$ cat config.mk
export PLATFORM = sky130hd
export DESIGN_NAME = rice_prefix_sequencer
export DESIGN_NICKNAME = d
export VERILOG_FILES = /design/src/rtl/rice_prefix_sequencer.sv
export SDC_FILE = /design/constraint.sdc
export NUM_CORES = 1
export LEC_CHECK = 0
export BUFFER_PORTS_ARGS = -buffer_cell sky130_fd_sc_hd__buf_4
export CAP_MARGIN = 20
export CORE_MARGIN = 4
export CORE_UTILIZATION = 35
export DETAILED_ROUTE_END_ITERATION = 16
export PLACE_DENSITY = 0.58
export SLEW_MARGIN = 20
export SYNTH_ARGS = -nofsm -noshare
export SYNTH_HDL_FRONTEND = slang
export SYNTH_SLANG_ARGS = --single-unit
$ cat constraint.sdc
create_clock -name clk -period 22.8 [get_ports clk]
set_input_delay 3.42 -clock clk [delete_from_list [all_inputs] [get_ports clk]]
set_output_delay 3.42 -clock clk [all_outputs]
set_load 0.05 [all_outputs]
$ cat src/rtl/rice_prefix_sequencer.sv
// Rice prefix sequencer: counts unary prefixes over an MSB-first word stream and
// emits {quotient, remainder} symbols. Define RICE_SEQ_STATS_EN for handshake counters.

module count_lead_one #(
    parameter int W_IN = 8,
    localparam int CW = $clog2(W_IN + 1)
) (
    input  logic [W_IN-1:0] data,
    output logic [CW-1:0]   count
);

    always_comb begin
        // NOTE: every always_comb target gets a default first so no latch is inferred.
        count = '0;
        for (int i = W_IN - 1; i >= 0; i--) begin
            if (data[i] && (count == CW'(W_IN - 1 - i))) begin
                count = count + 1'b1;
            end
        end
    end

endmodule

module rice_prefix_sequencer #(
    parameter int W_IN = 8,
    parameter int K    = 2,
    parameter int W_Q  = 8
) (
    input  logic               clk,
    input  logic               rst_n,
    input  logic               flush,
    input  logic [W_IN-1:0]    in_data,
    input  logic               in_valid,
    output logic               in_ready,
    output logic [W_Q+K-1:0]   out_value,
    output logic               out_overflow,
    output logic               out_valid,
    input  logic               out_ready
`ifdef RICE_SEQ_STATS_EN
    ,
    output logic [31:0]        sym_count,
    output logic [15:0]        ovf_count
`endif
);

    localparam int BW = 2 * W_IN;
    localparam int FW = $clog2(BW + 1);
    localparam int CW = $clog2(W_IN + 1);
    localparam int KW = (K > 0) ? K : 1;
    localparam int SW = ((W_Q > CW) ? W_Q : CW) + 1;
    localparam logic [W_Q-1:0] Q_MAX = '1;

    typedef enum logic [1:0] {
        ST_PREFIX,
        ST_REM,
        ST_EMIT
    } state_e;

    state_e         state_q, state_d;
    logic [BW-1:0]  buf_q, buf_d;
    logic [FW-1:0]  fill_q, fill_d;
    logic [W_Q-1:0] q_acc_q, q_acc_d;
    logic           ovf_q, ovf_d;
    logic [KW-1:0]  rem_q, rem_d;

    logic [CW-1:0]  lead_n;
    logic [FW-1:0]  valid_bits;
    logic [FW-1:0]  consume;
    logic [FW-1:0]  fill_left;
    logic [CW-1:0]  q_inc;
    logic           q_add;
    logic [SW-1:0]  q_sum;
    logic           accept;
    logic [BW-1:0]  buf_shift;
    logic [BW-1:0]  word_placed;

    count_lead_one #(.W_IN(W_IN)) u_clo (
        .data  (buf_q[BW-1 -: W_IN]),
        .count (lead_n)
    );

    assign in_ready   = (fill_q <= FW'(W_IN)) && !flush;
    assign accept     = in_valid && in_ready;
    assign valid_bits = (fill_q < FW'(W_IN)) ? fill_q : FW'(W_IN);

    always_comb begin
        state_d = state_q;
        consume = '0;
        q_inc   = '0;
        q_add   = 1'b0;
        rem_d   = rem_q;
        case (state_q)
            ST_PREFIX: begin
                if (fill_q != '0) begin
                    q_add = 1'b1;
                    // Zeros below fill guarantee lead_n <= valid_bits.
                    if (FW'(lead_n) < valid_bits) begin
                        q_inc   = lead_n;
                        consume = FW'(lead_n) + FW'(1);
                        state_d = (K == 0) ? ST_EMIT : ST_REM;
                    end else begin
                        q_inc   = CW'(valid_bits);
                        consume = valid_bits;
                    end
                end
            end
            ST_REM: begin
                if (fill_q >= FW'(K)) begin
                    rem_d   = buf_q[BW-1 -: KW];
                    consume = FW'(K);
                    state_d = ST_EMIT;
                end
            end
            ST_EMIT: begin
                if (out_ready) begin
                    state_d = ST_PREFIX;
                end
            end
            default: state_d = ST_PREFIX;
        endcase
    end

    always_comb begin
        q_acc_d = q_acc_q;
        ovf_d   = ovf_q;
        q_sum   = SW'(q_acc_q) + SW'(q_inc);
        if (state_q == ST_EMIT && out_ready) begin
            q_acc_d = '0;
            ovf_d   = 1'b0;
        end else if (q_add) begin
            if (q_sum > SW'(Q_MAX)) begin
                q_acc_d = Q_MAX;
                ovf_d   = 1'b1;
            end else begin
                q_acc_d = q_sum[W_Q-1:0];
            end
        end
    end

    // The incoming word lands directly behind whatever survives this cycle's consumption.
    always_comb begin
        buf_shift   = buf_q << consume;
        fill_left   = fill_q - consume;
        word_placed = {in_data, {W_IN{1'b0}}} >> fill_left;
        buf_d       = accept ? (buf_shift | word_placed) : buf_shift;
        fill_d      = accept ? (fill_left + FW'(W_IN)) : fill_left;
    end

    always_ff @(posedge clk or negedge rst_n) begin
        // NOTE: sequential state uses non-blocking assignments so all registers update together.
        if (!rst_n) begin
            state_q <= ST_PREFIX;
            buf_q   <= '0;
            fill_q  <= '0;
            q_acc_q <= '0;
            ovf_q   <= 1'b0;
            rem_q   <= '0;
        end else if (flush) begin
            state_q <= ST_PREFIX;
            buf_q   <= '0;
            fill_q  <= '0;
            q_acc_q <= '0;
            ovf_q   <= 1'b0;
            rem_q   <= '0;
        end else begin
            state_q <= state_d;
            buf_q   <= buf_d;
            fill_q  <= fill_d;
            q_acc_q <= q_acc_d;
            ovf_q   <= ovf_d;
            rem_q   <= rem_d;
        end
    end

    assign out_valid    = (state_q == ST_EMIT);
    assign out_overflow = ovf_q;

    generate
        if (K > 0) begin : g_rem
            assign out_value = {q_acc_q, rem_q};
        end else begin : g_no_rem
            assign out_value = q_acc_q;
        end
    endgenerate

`ifdef RICE_SEQ_STATS_EN
    logic [31:0] sym_count_q;
    logic [15:0] ovf_count_q;

    always_ff @(posedge clk or negedge rst_n) begin
        if (!rst_n) begin
            sym_count_q <= '0;
            ovf_count_q <= '0;
        end else if (flush) begin
            sym_count_q <= '0;
            ovf_count_q <= '0;
        end else if (out_valid && out_ready) begin
            sym_count_q <= sym_count_q + 32'd1;
            if (ovf_q) begin
                ovf_count_q <= ovf_count_q + 16'd1;
            end
        end
    end

    assign sym_count = sym_count_q;
    assign ovf_count = ovf_count_q;
`endif

endmodule
=== Yosys cells after proc, flatten, opt, wreduce, memory -nomap -nowiden ===
Cells that the tools add are included.

* Muxes and demuxes: 39
* Shifts and indexed selects: 2
* Magnitude comparators: 5
* Bitwise logic cells: 1
* Equal/unequal tests: 13
* Add/sub/neg operators: 11
* Reduce and logical (&&, ||, !) cells: 20

{| class="wikitable"
|+ Operators by type and width
! operator !! count
|-
| $mux 4 || 10
|-
| $mux 16 || 2
|-
| $mux 8 || 4
|-
| $add 4x1->4 const B || 7
|-
| $mux 5 || 5
|-
| $mux 2 || 9
|-
| $eq 4x3->1 const B || 4
|-
| $or 16x16->16 || 1
|-
| $shl 16x5->16 || 1
|-
| $shr 16x5->16 || 1
|-
| $logic_and 1x1->1 || 10
|-
| $pmux 5 s2 || 1
|-
| $add 8x4->9 || 1
|-
| $gt 9x8->1 const B || 1
|-
| $ne 3x3->1 const B || 3
|-
| $eq 4x2->1 const B || 2
|-
| $mux 1 || 7
|-
| $pmux 2 s3 || 1
|-
| $reduce_bool 3->1 || 2
|-
| $add 4x1->5 const B || 1
|-
| $add 5x4->5 const B || 1
|-
| $ge 5x2->1 const B || 1
|-
| $le 5x4->1 const B || 1
|-
| $lt 4x5->1 || 1
|-
| other kinds (12) || 14
|}

* Bits of input ports: 13
* Output and inout bits: 13
* Bits in registers: 34
* Word-level logic and storage cells: 97

=== Logic depth before layout (Yosys ltp) ===
Gate-level depths: netlist (run 1).

* Depth after elaboration: 32
* Depth in mapped cells: 51
* Depth with buffers taken out: 47

=== Cells and area by module ===
Synthesis (run 1) repeated with hierarchy kept, for this count alone.

* Cells, all modules: 456
* Area, all modules: 3784.9 um2

{| class="wikitable"
|+ Modules (own cells, without submodules)
! module !! times used !! area an instance (um2) !! seq. area each (um2) !! cells each
|-
| rice_prefix_sequencer || 1 || 3264.4 || 850.8 || 395
|-
| count_lead_one || 1 || 520.5 || 0.0 || 61
|}

=== Worst setup path before layout (run 1) ===
Ideal clock, no wire load.

* Path kind: reg-to-reg
* From: register buf_q[13]
* To: register buf_q[3]
* Buffers on the path: 5
* Cell stages (with the launch flop): 51
* Arrival time: 9.590 ns
* Setup slack: 13.078 ns
* Cells stage by stage: dfrtp_1 > nand2b_2 > nand2_1 > inv_1 > ha_1 > ha_1 > and2_2 > o21ai_2 > ha_1 > and3b_1 > a31o_2 > inv_1 > ha_1 > nand2_1 > nor3_2 > o31a_1 > xnor2_1 > ha_1 > (+15 left out) > clkbuf_1 > nand2_1 > nor3_1 > mux2_2 > nor2_2 > inv_2 > buf_2 > ha_1 > fa_1 > clkbuf_1 > clkbuf_1 > mux2i_1 > nor2_1 > a31oi_1 > nor3_1 > a21oi_1 > a2bb2oi_1 > nor2_1

* Cells in the longest elaborated chain, start to end: 26
* Elaborated cells on any way between the ends: 33
* Classes of those cells: add/sub: 7; order compare: 1; eq/ne: 5; shift: 2; mux: 11; bitwise: 1; reduce/logical: 6

{| class="wikitable"
|+ Ends and longest elaborated chain
! element !! line !! text
|-
| from (decl) || 60 || <nowiki>logic [BW-1:0] buf_q, buf_d;</nowiki>
|-
| from (signal assigned) || 167 || <nowiki>buf_q <= buf_d;</nowiki>
|-
| parallel branches: the longest is 24 deep, another holds $add 4x1->4 || n/a ||
|-
| $mux 16 (*) || 145 || <nowiki>buf_d = accept ? (buf_shift | word_placed) : buf_shift;</nowiki>
|-
| $mux 16 (*) || 158 || <nowiki>end else if (flush) begin</nowiki>
|}

Every way passes the cells marked *.
A chain may end at the register's enable or synchronous reset.

=== Worst setup path in the final report (run 1) ===
* From: register buf_q[13]
* To: register buf_q[8]

Same word-level chain as after synthesis.

==> run_results.csv, run 1 <==
group,metric,value,unit
outcome,run_status,"completed",
floorplan,floorplan.initialDensity,36.2,%
synthesis,synth_seq_cells,34,
synthesis,synth.area.top_cells,"sky130_fd_sc_hd__dfrtp_1 (23%), sky130_fd_sc_hd__ha_1 (6.6%), sky130_fd_sc_hd__mux2i_1 (6.4%)",
final_layout,layout.cells.non_filler,635,
detailed_routing,post-route-drc-count,0,
cts,clk_latency,0.30,ns
cts,hold_buffers,0,
place,gp_routability_congestion,0.935,
timing,fin_worst_skew,0.00872,ns
synthesis,ys_types,78,
timing,achievable-frequency,88.8,MHz
synthesis,synth_cells,486,
worst_setup_path,crit_top_cell,"sky130_fd_sc_hd__ha_1",
synthesis,synth.net_count,521,
power_and_ir_drop,totalPowerFinal,705,µW
timing,report.final.slew_viol_count,0,
detailed_routing,routed_wire_length_per_instance,17.2,µm
worst_setup_path,critical_path_class,"reg -> reg",
synthesis,netlist_area,0.00377,mm²
final_layout,antennaDiodeCount,0,
floorplan,num_io_pins,26,
floorplan,core,0.0104,mm²
detailed_routing,antenna_left,0,
synthesis,synthMostInstantiatedCell,"sky130_fd_sc_hd__nand2_1",
power_and_ir_drop,power_density_normalized_to_cell_area,169,mW/mm²
worst_setup_path,type_of_origin_of_the_critical_path,"flip-flop",
global_routing,global_route.usage.total,17.4,%
floorplan,die_width,112,µm
cts,clkSlewWorstSetupHoldPaths,0.08,ns
synthesis,synth_largest_area_cell,"sky130_fd_sc_hd__dfrtp_1",
detailed_routing,initialDrtViolationCount,399,
detailed_routing,drtPass1Iterations,5,
worst_setup_path,crit_arrival,11.45,ns
power_and_ir_drop,ir_worst_vdd,0.177,mV
worst_setup_path,cp_data_required_time,22.98,ns
final_layout,flow.area_growth_from_synthesis,10.8,%
place,dp_hpwl,8.55,mm
timing,period_needed,11.26,ns
place,worst_setup_slack_before_clock_tree_synthesis,11.64,ns
final_layout,ff_latch_area,851,µm²
detailed_routing,vias_per_cell,6.00,
final_layout,area_occupied_by_multi_input_gates,0.00272,mm²
global_routing,antenna_found_initial,0,
global_routing,grt_pass1_vias,3603,
detailed_routing,routed_wirelength,10.9,mm
floorplan,number_of_placement_rows,37,
timing,final-hold-violation-count,0,
worst_setup_path,timing.critical_path.fanout_max,20,
global_routing,pin_count_of_the_biggest_net_entering_global_routing,35,
timing,tightest_slew,0.901,ns
synthesis,yosys-top-cells-count,"sky130_fd_sc_hd__nand2_1 (54), sky130_fd_sc_hd__a21oi_1 (44), sky130_fd_sc_hd__nor2_1 (43)",
final_layout,layout_cell_area_excl_fill,0.00418,mm²
synthesis,synth.avg_cell_area,7.76,µm²
flow_run,cap_viol_max_count,0,
place,cell_area_after_placement,0.00404,mm²
final_layout,nets_final,533,
timing,setup-violations-final,0,
cts,cts.path.max_buffers,2,
synthesis,ys_warn_count,0,
timing,layout_setup_ws,11.54,ns
cts,tritoncts.num_buffers,5,
synthesis,synth_seq_area_share,22.6,%
cts,post_cts_resized,0,
final_layout,drive_gt1_share,13.0,%
timing,grt_setup_unrepaired,"no",
worst_setup_path,cpMaxStageDelayCell,"sky130_fd_sc_hd__fa_1",
detailed_routing,detailroute.via_count,3808,
worst_setup_path,worst_path_largest_cell_delay,1.23,ns
worst_setup_path,critPathCaptureType,"flip-flop",
synthesis,post-synth-top-area-fraction,22.6,%
global_routing,grt_overflow,0,
cts,clock_tree.root_cell,"sky130_fd_sc_hd__clkbuf_8",
power_and_ir_drop,total_leakage_power,0.00183,µW
timing,worst_slew_margin_rel,38.2,%
place,placed_cells,627,
floorplan,fp.dieH,112,µm
timing,timing.setup.tns,0,ns
timing,layout_worst_path_cycle_share,49.4,%
final_layout,nFillCells,1065,
cts,tritoncts,"yes",
synthesis,number_of_enable_type_register_cells_in_the_synthesized_netlist,0,
place,number_of_port_buffers,25,
synthesis,synth_async_sr_flop_share,100,%
synthesis,synthFlopType,"sky130_fd_sc_hd__dfrtp_1",
cts,htree_num_levels,2,
cts,post-cts-setup-buffer-count,0,
worst_hold_path,hold_path_class,"reg -> reg",
global_routing,grt_first_pass_wirelength,18.3,mm
floorplan,die_area,0.0125,mm²
cts,cts_sinks,34,
worst_setup_path,setup.reg_to_reg.worst_slack,11.54,ns
## cell usage in the layout, fill, tap and decap left out, types with 5 or more instances in the layout
cell                       instances
sky130_fd_sc_hd__o211ai_1          7
sky130_fd_sc_hd__nor4_1            5
sky130_fd_sc_hd__a22oi_1           9
sky130_fd_sc_hd__nor3_1           23
sky130_fd_sc_hd__a21oi_1          44
sky130_fd_sc_hd__clkbuf_8          5
sky130_fd_sc_hd__nor2b_1           9
sky130_fd_sc_hd__nand3_1          13
sky130_fd_sc_hd__nor2_1           43
sky130_fd_sc_hd__mux2i_1          24
sky130_fd_sc_hd__a211oi_1          5
sky130_fd_sc_hd__xnor2_1           8
sky130_fd_sc_hd__buf_4            28
sky130_fd_sc_hd__a31oi_1          10
sky130_fd_sc_hd__o21ai_0          17
sky130_fd_sc_hd__nand2_1          54
sky130_fd_sc_hd__ha_1             20
sky130_fd_sc_hd__inv_1            21
sky130_fd_sc_hd__nand2b_1          5
sky130_fd_sc_hd__a221oi_1          5
sky130_fd_sc_hd__a21o_1            6
sky130_fd_sc_hd__and2_1           11
sky130_fd_sc_hd__o22ai_1           6
sky130_fd_sc_hd__and3_1            5
sky130_fd_sc_hd__dfrtp_1          34
## cells by family (layout without fill, tap and decap cells)
group	after synthesis	after routing	share of synthesized area (%)
buffers and inverters	47	60	5.34
XOR/XNOR	13	13	3.22
adder cells (fa/ha/maj)	22	22	7.69
flip-flops	34	34	22.6
AND/OR/NAND/NOR	188	188	24.6
AO/OA/AOI/OAI	151	151	28.0
multiplexers	30	30	8.56
other	1	1	0.0994
## stage by stage
| stage | util [%] | hold slack [ns] |
|---|---|---|
| after floorplan | - | 0.454 |
| after global placement | 38.8 | 0.461 |
| after detailed placement | 38.8 | 0.486 |
| after CTS | 40.1 | 0.504 |
| after global routing | 40.1 | 0.552 |
| final | 40.1 | 0.496 |
## final timing paths
| path | to | cells past startpoint | start |
|---|---|---|---|
| max | buf_q[8] | 42 | buf_q[13] |
| min reg2reg | out_overflow | 2 | out_overflow |
| max in group asynchronous | buf_q[5] | 1 | rst_n |
| min | out_overflow | 2 | out_overflow |
| min in group asynchronous | q_acc_q[0] | 1 | rst_n |
| max reg2reg | buf_q[8] | 42 | buf_q[13] |
## critical path, delay by kind of cell (launching register included)
kind | cells | cell delay [ns]
multiplexers | 3 | 1.05
buffers and inverters | 2 | 0.22
flip-flops | 1 | 0.42
XOR/XNOR | 1 | 0.17
AO/OA/AOI/OAI | 14 | 3.63
adder cells (fa/ha/maj) | 8 | 2.76
AND/OR/NAND/NOR | 14 | 2.85
## final cells by class
type / instances / share of cell area [%]
clock buffer: 5 / 1.65
clock inverter: 3 / 1.65
inverter: 24 / 2.16
multi-input combinational: 405 / 65.1
sequential: 34 / 20.4
tap: 136 / 4.07
timing repair buffer: 28 / 5.03
## flip-flops by register name (all words and copies together), names as in the netlist
| name | count |
|---|---|
| q_acc_q | 8 |
| out_overflow | 1 |
| buf_q | 16 |
| state_q | 2 |
| rem_q | 2 |
| fill_q | 5 |
## power breakdown
part	total, µW	internal [µW]	switching (µW)
registers	92.4	75.7	16.7
clock network	68.9	43.8	25.1
logic	543	193	350
total	705	313	392
## per-layer routing
layer	vias to the layer above	GRT usage (%)	part of all wire [%]
met3	20	2.01	5.6
met5	-	0	0
met1	1809	24.8	46
met2	147	27.7	46
li1	1832	-	-
met4	0	5.11	2.1
(Power assumes the default switching activity.)
==> inputs of run 2 (changes only) <==
Settings changed: ABC_AREA set to 1.
Clock period 22.8 ns to 11.8 ns, I/O delays scaled along.
==> run_results.csv, run 2 <==
group,metric,value,unit
floorplan,number_of_placement_rows,37,
timing,setup-violations-final,0,
detailed_routing,routed_wire_length_per_instance,13.8,µm
final_layout,antennaDiodeCount,0,
synthesis,yosys-top-cells-count,"sky130_fd_sc_hd__nand2_1 (163), sky130_fd_sc_hd__inv_1 (72), sky130_fd_sc_hd__nand3_1 (69)",
flow_run,cap_viol_max_count,0,
worst_setup_path,critPathCaptureType,"flip-flop",
final_layout,final_util,39.5,%
cts,clock_tree.root_cell,"sky130_fd_sc_hd__clkbuf_8",
detailed_routing,routed_wirelength,9.99,mm
timing,timing.setup.tns,0,ns
timing,tightest_slew,0.979,ns
synthesis,netlist_area,0.00373,mm²
floorplan,die_area,0.0124,mm²
floorplan,fp.dieH,111,µm
final_layout,drive_gt1_share,13.9,%
cts,cts.path.max_buffers,2,
cts,post_cts_resized,0,
worst_setup_path,worst_path_largest_cell_delay,0.78,ns
floorplan,die_width,111,µm
worst_setup_path,critical_path_class,"reg -> reg",
floorplan,num_io_pins,26,
worst_setup_path,setup.reg_to_reg.worst_slack,3.32,ns
worst_hold_path,min_from,"out_overflow",
final_layout,nFillCells,1152,
global_routing,pin_count_of_the_biggest_net_entering_global_routing,35,
worst_setup_path,crit_end,"buf_q[3]",
cts,tritoncts.num_buffers,5,
synthesis,synthFlopType,"sky130_fd_sc_hd__dfrtp_1",
synthesis,ys_warn_count,0,
global_routing,grt_overflow,0,
place,worst_setup_slack_before_clock_tree_synthesis,3.40,ns
synthesis,synth.net_count,608,
timing,worst_slew_margin_rel,34.3,%
timing,grt_setup_unrepaired,"no",
worst_hold_path,hold_path_class,"reg -> reg",
final_layout,nets_final,623,
global_routing,grt_first_pass_wirelength,17.0,mm
global_routing,global_route.usage.total,16.3,%
outcome,run_status,"completed",
synthesis,ys_types,47,
global_routing,grt_pass1_vias,3664,
worst_setup_path,crit_top_cell,"sky130_fd_sc_hd__nand2_1",
place,dp_hpwl,7.87,mm
place,gp_routability_congestion,0.869,
synthesis,post-synth-top-area-fraction,22.8,%
timing,achievable-frequency,118,MHz
final_layout,layout.cells.most_common_list,"sky130_fd_sc_hd__nand2_1 (163), sky130_fd_sc_hd__inv_1 (72), sky130_fd_sc_hd__nand3_1 (69), sky130_fd_sc_hd__nor2_1 (36), sky130_fd_sc_hd__dfrtp_1 (34)",
synthesis,synthMostInstantiatedCell,"sky130_fd_sc_hd__nand2_1",
timing,layout_setup_ws,3.32,ns
timing,period_needed,8.48,ns
synthesis,synth.area.top_cells,"sky130_fd_sc_hd__dfrtp_1 (23%), sky130_fd_sc_hd__nand2_1 (16%), sky130_fd_sc_hd__nand3_1 (9.3%)",
worst_setup_path,crit-reg2reg-capture,"buf_q[3]",
cts,htree_num_levels,2,
place,number_of_port_buffers,25,
detailed_routing,vias_per_cell,5.17,
worst_setup_path,worstReg2RegStart,"buf_q[13]",
timing,fin_worst_skew,0.0189,ns
synthesis,synth_largest_area_cell,"sky130_fd_sc_hd__dfrtp_1",
cts,clkSlewWorstSetupHoldPaths,0.08,ns
synthesis,number_of_enable_type_register_cells_in_the_synthesized_netlist,0,
worst_setup_path,worst-r2r-cell-count,48,
synthesis,synth.avg_cell_area,6.51,µm²
worst_setup_path,cpMaxStageDelayCell,"sky130_fd_sc_hd__xnor2_1",
final_layout,reg.largest.list,"buf_q: 16 flops, q_acc_q: 8 flops, fill_q: 5 flops",
detailed_routing,detailroute.via_count,3749,
worst_setup_path,timing.critical_path.from,"buf_q[13]",
synthesis,synth_cells,573,
synthesis,synth_seq_cells,34,
detailed_routing,drtPass1Iterations,4,
global_routing,antenna_found_initial,0,
detailed_routing,antenna_left,0,
detailed_routing,initialDrtViolationCount,206,
final_layout,flow.area_growth_from_synthesis,9.97,%
worst_setup_path,timing.critical_path.fanout_max,20,
cts,clk_latency,0.30,ns
final_layout,most_frequent_standard_cell_in_the_layout_excluding_fill_and_tap_cells,"sky130_fd_sc_hd__nand2_1",
synthesis,synth_async_sr_flop_share,100,%
cts,tritoncts,"yes",
cts,hold_buffers,0,
final_layout,regMostFlops,"buf_q",
worst_setup_path,crit_arrival,8.69,ns
cts,cts_sinks,34,
worst_setup_path,cp_data_required_time,12.01,ns
worst_setup_path,type_of_origin_of_the_critical_path,"flip-flop",
detailed_routing,post-route-drc-count,0,
synthesis,synth_seq_area_share,22.8,%
floorplan,core,0.0104,mm²
floorplan,floorplan.initialDensity,36.0,%
timing,final-hold-violation-count,0,
timing,report.final.slew_viol_count,0,
final_layout,largest_register_ff_count,16,
cts,post-cts-setup-buffer-count,0,
timing,layout_worst_path_cycle_share,71.9,%
==> run 2: changes by cell type in the layout (fill, tap and decap cells not counted), moves of 18 or more <==
cell                      delta
sky130_fd_sc_hd__nand3_1    +56
sky130_fd_sc_hd__inv_1      +51
sky130_fd_sc_hd__nand4_1    +18
sky130_fd_sc_hd__a21oi_1    -20
sky130_fd_sc_hd__nor3_1     -19
sky130_fd_sc_hd__nand2_1   +109
sky130_fd_sc_hd__mux2i_1    -20
==> run 2: worst min-delay path by stage <==
| stage | endpoint | slack (ns) | cells after the start |
|---|---|---|---|
| 6_report | out_overflow | 0.49 | 2 |
| 5_1_grt | out_overflow | 0.53 | 2 |
| 4_1_cts | out_overflow | 0.49 | 2 |
| 3_5_place_dp | out_overflow | 0.47 | 2 |
| 3_3_place_gp | out_overflow | 0.47 | 2 |
| 2_1_floorplan | state_q[1] | 0.51 | 2 |
==> run 2: cell families after synthesis <==
group / share of synthesized area, %
and+or+nand+nor: 42.6
buffers and inverters: 11.9
AOI/OAI and AO/OA: 12.3
DFF: 22.8
adders and majority gates: 7.79
xor gates and xnor gates: 1.41
muxes: 1.07
other: 0.101
==> run 2: metrics by stage <==
step | instances | hold slack [ns] | area (µm²)
after floorplan | 573 | 0.510 | 3730
after global routing | 725 | 0.534 | 4100
after CTS | 725 | 0.495 | 4100
after global placement | 717 | 0.473 | 3960
final | 725 | 0.490 | 4100
after detailed placement | 717 | 0.472 | 3960
==> run 2: critical path, delay by kind of cell (launching register included) <==
| kind | cells | cell delay [ns] |
|---|---|---|
| and+or+nand+nor | 24 | 3.12 |
| adders and majority gates | 9 | 2.00 |
| buffers and inverters | 10 | 1.23 |
| AOI/OAI and AO/OA | 4 | 0.88 |
| xor gates and xnor gates | 1 | 0.78 |
| DFF | 1 | 0.38 |
==> run 2: per-layer routing <==
layer	wire, µm	track usage (%)	vias to the layer above
li1	-	-	1926
met1	4720	22.5	1699
met5	0	0	-
met4	252	6.00	0
met3	487	2.07	17
met2	4520	26.1	107
==> run 2: cell type report <==
type                    count  area, µm²  share of cell area [%]
inverters                  81        313                    7.63
multi-input cells         440       2430                    59.4
clock buffers               5       68.8                    1.68
flip-flops and latches     34        851                    20.8
clock inverters             3       68.8                    1.68
well taps                 136        170                    4.15
repair buffers             26        195                    4.76
Power of run 2 is left out: the tool's default activity adds up to more than one toggle a clock period on the data nets, which glitch-free logic cannot reach.
